==> src/rtl/serial_frame_rx.sv <==
// Serial frame receiver: hunts for a sync word, then collects FRAME_BYTES
// data bytes, each followed by an even-parity bit, from a strobed bit stream.
module serial_frame_rx #(
    parameter logic [7:0] SYNC        = 8'hA5,
    parameter int         FRAME_BYTES = 4
) (
    input  logic       clk,
    input  logic       rst_n,
    input  logic       ena,
    input  logic       din,
    input  logic       din_en,
    output logic [7:0] byte_out,
    output logic       byte_valid,
    output logic       frame_done,
    output logic       par_err,
    output logic [1:0] state_o
);

    typedef enum logic [1:0] {
        HUNT   = 2'd0,
        DATA   = 2'd1,
        PARITY = 2'd2
    } state_t;

    localparam logic [3:0] LAST_BYTE = 4'(FRAME_BYTES - 1);

    state_t     state;
    logic [7:0] win;
    logic [7:0] data;
    logic [2:0] bit_cnt;
    logic [3:0] byte_cnt;
    logic       strobe;
    logic [7:0] win_next;

    // A bit is consumed only when din_en and ena are both high on a rising
    // edge; there is no back-pressure, so every such bit must be taken.
    assign strobe   = din_en & ena;
    assign win_next = {win[6:0], din};
    assign state_o  = state;

    always_ff @(posedge clk) begin
        if (!rst_n) begin
            state      <= HUNT;
            win        <= 8'h00;
            data       <= 8'h00;
            bit_cnt    <= 3'd0;
            byte_cnt   <= 4'd0;
            byte_out   <= 8'h00;
            byte_valid <= 1'b0;
            frame_done <= 1'b0;
            par_err    <= 1'b0;
        end else begin
            byte_valid <= 1'b0;
            frame_done <= 1'b0;
            par_err    <= 1'b0;
            if (strobe) begin
                case (state)
                    HUNT: begin
                        if (win_next == SYNC) begin
                            state    <= DATA;
                            win      <= 8'h00;
                            bit_cnt  <= 3'd0;
                            byte_cnt <= 4'd0;
                        end else begin
                            win <= win_next;
                        end
                    end
                    DATA: begin
                        data    <= {data[6:0], din};
                        bit_cnt <= bit_cnt + 3'd1;
                        if (bit_cnt == 3'd7) state <= PARITY;
                    end
                    PARITY: begin
                        // Even parity: the byte plus its parity bit XOR to zero.
                        if ((^data) == din) begin
                            byte_out   <= data;
                            byte_valid <= 1'b1;
                            if (byte_cnt == LAST_BYTE) begin
                                frame_done <= 1'b1;
                                state      <= HUNT;
                                win        <= 8'h00;
                                byte_cnt   <= 4'd0;
                            end else begin
                                state    <= DATA;
                                bit_cnt  <= 3'd0;
                                byte_cnt <= byte_cnt + 4'd1;
                            end
                        end else begin
                            par_err  <= 1'b1;
                            state    <= HUNT;
                            win      <= 8'h00;
                            byte_cnt <= 4'd0;
                        end
                    end
                    default: state <= HUNT;
                endcase
            end
        end
    end

endmodule

==> config.mk <==
export PLATFORM = sky130hd
export DESIGN_NAME = serial_frame_rx
export DESIGN_NICKNAME = d
export VERILOG_FILES = /design/src/rtl/serial_frame_rx.sv
export SDC_FILE = /design/constraint.sdc
export NUM_CORES = 1
export LEC_CHECK = 0
export CAP_MARGIN = 0
export CORE_MARGIN = 2
export CORE_UTILIZATION = 58
export DETAILED_ROUTE_END_ITERATION = 8
export GPL_ROUTABILITY_DRIVEN = 0
export GPL_TIMING_DRIVEN = 0
export PLACE_DENSITY = 0.92
export SLEW_MARGIN = 5
export SYNTH_ARGS = -nofsm -noshare
export SYNTH_HDL_FRONTEND = slang
export SYNTH_SLANG_ARGS = --single-unit
==> constraint.sdc <==
create_clock -name clk -period 3.4 [get_ports clk]
set_input_delay 0.34 -clock clk [delete_from_list [all_inputs] [get_ports clk]]
set_output_delay 0.34 -clock clk [all_outputs]
set_load 0.02 [all_outputs]
==> results.json <==
{
  "synthSimpleGateAreaFrac": 0.226,
  "synth_fa_ha_area_frac": 0.0245,
  "first_pass_iters": 4,
  "synth-seq-cells": 35,
  "final.min_clock_period_ns": 2.07,
  "critPathMaxFanout": 10,
  "final_max_slew_viol_count": 0,
  "synth.area.top_cells": "dfxtp_1 46%, nand2_1 7.8%, nand4_1 4.1%",
  "synthesis.area_um2": 1530,
  "rsz0062_at_grt": "false",
  "arrival_ns": 2.29,
  "rr_endpoint": "win[5]",
  "num_rows": 18,
  "yosys.area.top_type": "dfxtp_1",
  "area_growth_pct": 17.2,
  "synth_compound_area_frac": 0.173,
  "num_vias": 1300,
  "antenna_found_initial": 0,
  "die_area_um2": 3070,
  "seq_power_share": 0.620,
  "async_flop_share": 0,
  "coreArea_um2": 2500,
  "path_clk_slew_ns": 0.09,
  "end_kind": "register",
  "setup_violations": 0,
  "critPathKind": "input pin to register",
  "boundaryPins": 18,
  "relSlewSlack": 0.501,
  "p_sw_frac": 0.217,
  "die_w_um": 55.4,
  "grt_usage": 0.211,
  "cts_buffer_depth": 2,
  "holdWs_ns": 0.467,
  "hold_class": "register to register",
  "synthMuxAreaShare": 0.0196,
  "drc_errors": 0,
  "post_cts_resized": 0,
  "seq_area_frac_synth": 0.458,
  "worstMarginPinSlew_ns": 0.742,
  "cts_hold_buf": 0,
  "final_net_count": 200,
  "drive_gt1_frac": 0.0885,
  "r2r.worst_path.cells": 6,
  "hpwlAfterDp_mm": 2.26,
  "ir_worst_vdd_mv": 0.368,
  "synth-xor-area-share": 0.0539,
  "status": "completed",
  "reg2reg_from": "data[1]",
  "crit_path_max_incr_delay_ns": 0.57,
  "clkLatencyLatePin_ns": 0.33,
  "pwr-share-clk": 0.332,
  "viasPerCell": 5.86,
  "initial_core_util": 0.613,
  "max-cap-violations": 0,
  "setup_tns_ns": 0,
  "hold-path-endpoint": "byte_out[2]",
  "final_common_cell": "dfxtp_1",
  "overflow": 0,
  "h-tree-depth": 2,
  "diodes": 0,
  "synth_top_family_by_area": "simple AND/OR/NAND/NOR gates",
  "die_y_um": 55.4,
  "routed_wl_mm": 2.94,
  "synth_edf_count": 0,
  "grt_max_degree": 11,
  "syn_area_per_cell_um2": 9.12,
  "fmax_mhz": 483,
  "ant_nets": 0,
  "finalHoldViolations": 0,
  "critPathSlowestCell": "clkdlybuf4s50_1",
  "power.switching_mw": 0.144,
  "r2r_setup_slack_ns": 1.49,
  "hold_start": "byte_out[2]",
  "cts_tree": "built",
  "intPower_mw": 0.519,
  "whs_path_depth": 2,
  "drt_iter0_drc": 24,
  "cts_num_sinks": 35,
  "p_per_area_nw_per_um2": 369,
  "fin_crit_sh": 0.609,
  "synth.top_cell.area_share": 0.458,
  "synth_nets": 176,
  "ys.flop_type": "dfxtp_1",
  "finClkSkew_ns": 0.0110,
  "cellLeakagePower_nw": 0.642,
  "place.port_buffers": 17,
  "crit_top_cell": "xnor2_1",
  "path_cells": "clkdlybuf4s50_1 -> xnor2_1 -> xnor3_1 -> xnor2_1 -> buf_6 -> a41o_4 -> a22o_1",
  "startpoint_type": "input pin",
  "cts_post_setup_buffers_inserted": 0,
  "synth-warning-count": 0,
  "cts-root-buf": "clkbuf_4",
  "critPathRequiredTime_ns": 3.62,
  "wire_per_inst_um": 13.3,
  "synth_cell_type_count": 39,
  "cts-buffers-inserted": 5,
  "grt_first_pass_wirelength_mm": 5.22,
  "p_comb_frac": 0.048,
  "most-common-layout-cells": "35 x dfxtp_1, 32 x nand2_1, 17 x clkdlybuf4s50_1",
  "grt_pass1_vias": 1228,
  "synth_cells": 168
}
area by class of cell:
type                       instances  area (um^2)
buffer                            11         61.3
fill                             188          704
clock buffer                       6         51.3
sequential                        35          701
timing repair buffer              17          170
clock inverter                     1         5.00
multi-input combinational        120          762
tap                               30         37.5
inverter                           2         7.51
worst max path at each step:
stage | slack (ns) | to | cells past startpoint | start
floorplan | 1.67 | win[6] | 6 | data[1]
global placement | 1.02 | win[4] | 7 | din
detailed placement | 0.99 | win[2] | 7 | din
CTS | 1.36 | win[5] | 7 | din
global route | 1.25 | win[0] | 5 | rst_n
finish | 1.33 | win[5] | 7 | din
layer usage:
metal / wire, um / GRT usage
met1: 1280 / 0.252
met2: 1480 / 0.347
met3: 133 / 0.0726
met4: 51 / 0.0836
met5: 0 / 0
stage by stage:
stage                util  cell area, um^2  power (mW)  worst slack [ns]  std cells
floorplan               -             1530       0.441              1.67        168
global placement    0.696             1740       0.451              1.02        215
detailed placement  0.696             1740       0.452             0.988        215
CTS                 0.718             1800       0.670              1.36        222
global route        0.718             1800       0.694              1.25        222
finish              0.718             1800       0.663              1.33        222
worst max-delay path: cells and delay by family:
| family | cells | cell delay, ns |
|---|---|---|
| AOI/OAI and AO/OA | 2 | 0.47 |
| xor gates and xnor gates | 3 | 0.75 |
| buffers and inverters | 2 | 0.72 |
power groups by stage:
stage          clock network, mW  registers, mW  logic [mW]
6_report                   0.220          0.411      0.0318
3_5_place_dp                   0          0.421      0.0314
5_1_grt                    0.248          0.411      0.0342
4_1_cts                    0.227          0.411      0.0315
2_1_floorplan                  0          0.420      0.0204
3_3_place_gp                   0          0.421      0.0304
logic make-up after synthesis:
family | count (synthesis)
AND/OR/NAND/NOR | 70
AO/OA/AOI/OAI | 37
flip-flops | 35
buffers and inverters | 13
XOR/XNOR | 7
multiplexers | 3
adder cells (fa/ha/maj) | 3
state kept, by name, summed over array words and instances, names as in the netlist:
signal and count:
state_o 2, bit_cnt 3, byte_out 8, frame_done 1, byte_valid 1, par_err 1, data 8, win 7
byte_cnt 4
synthesized netlist by cell type, types with 2 or more instances:
| cell type | n |
|---|---|
| nor4_1 | 2 |
| nand3_1 | 3 |
| nand4_1 | 10 |
| clkbuf_1 | 6 |
| nand2_1 | 32 |
| a21oi_1 | 10 |
| o21ai_0 | 10 |
| nor2b_1 | 2 |
| a22o_1 | 7 |
| a22oi_1 | 2 |
| xnor2_1 | 5 |
| nand4b_1 | 3 |
| mux2i_1 | 3 |
| nor2_1 | 10 |
| dfxtp_1 | 35 |
| o21a_1 | 2 |
| buf_6 | 2 |
| ha_1 | 3 |
Power figures use the tool's default switching activity.
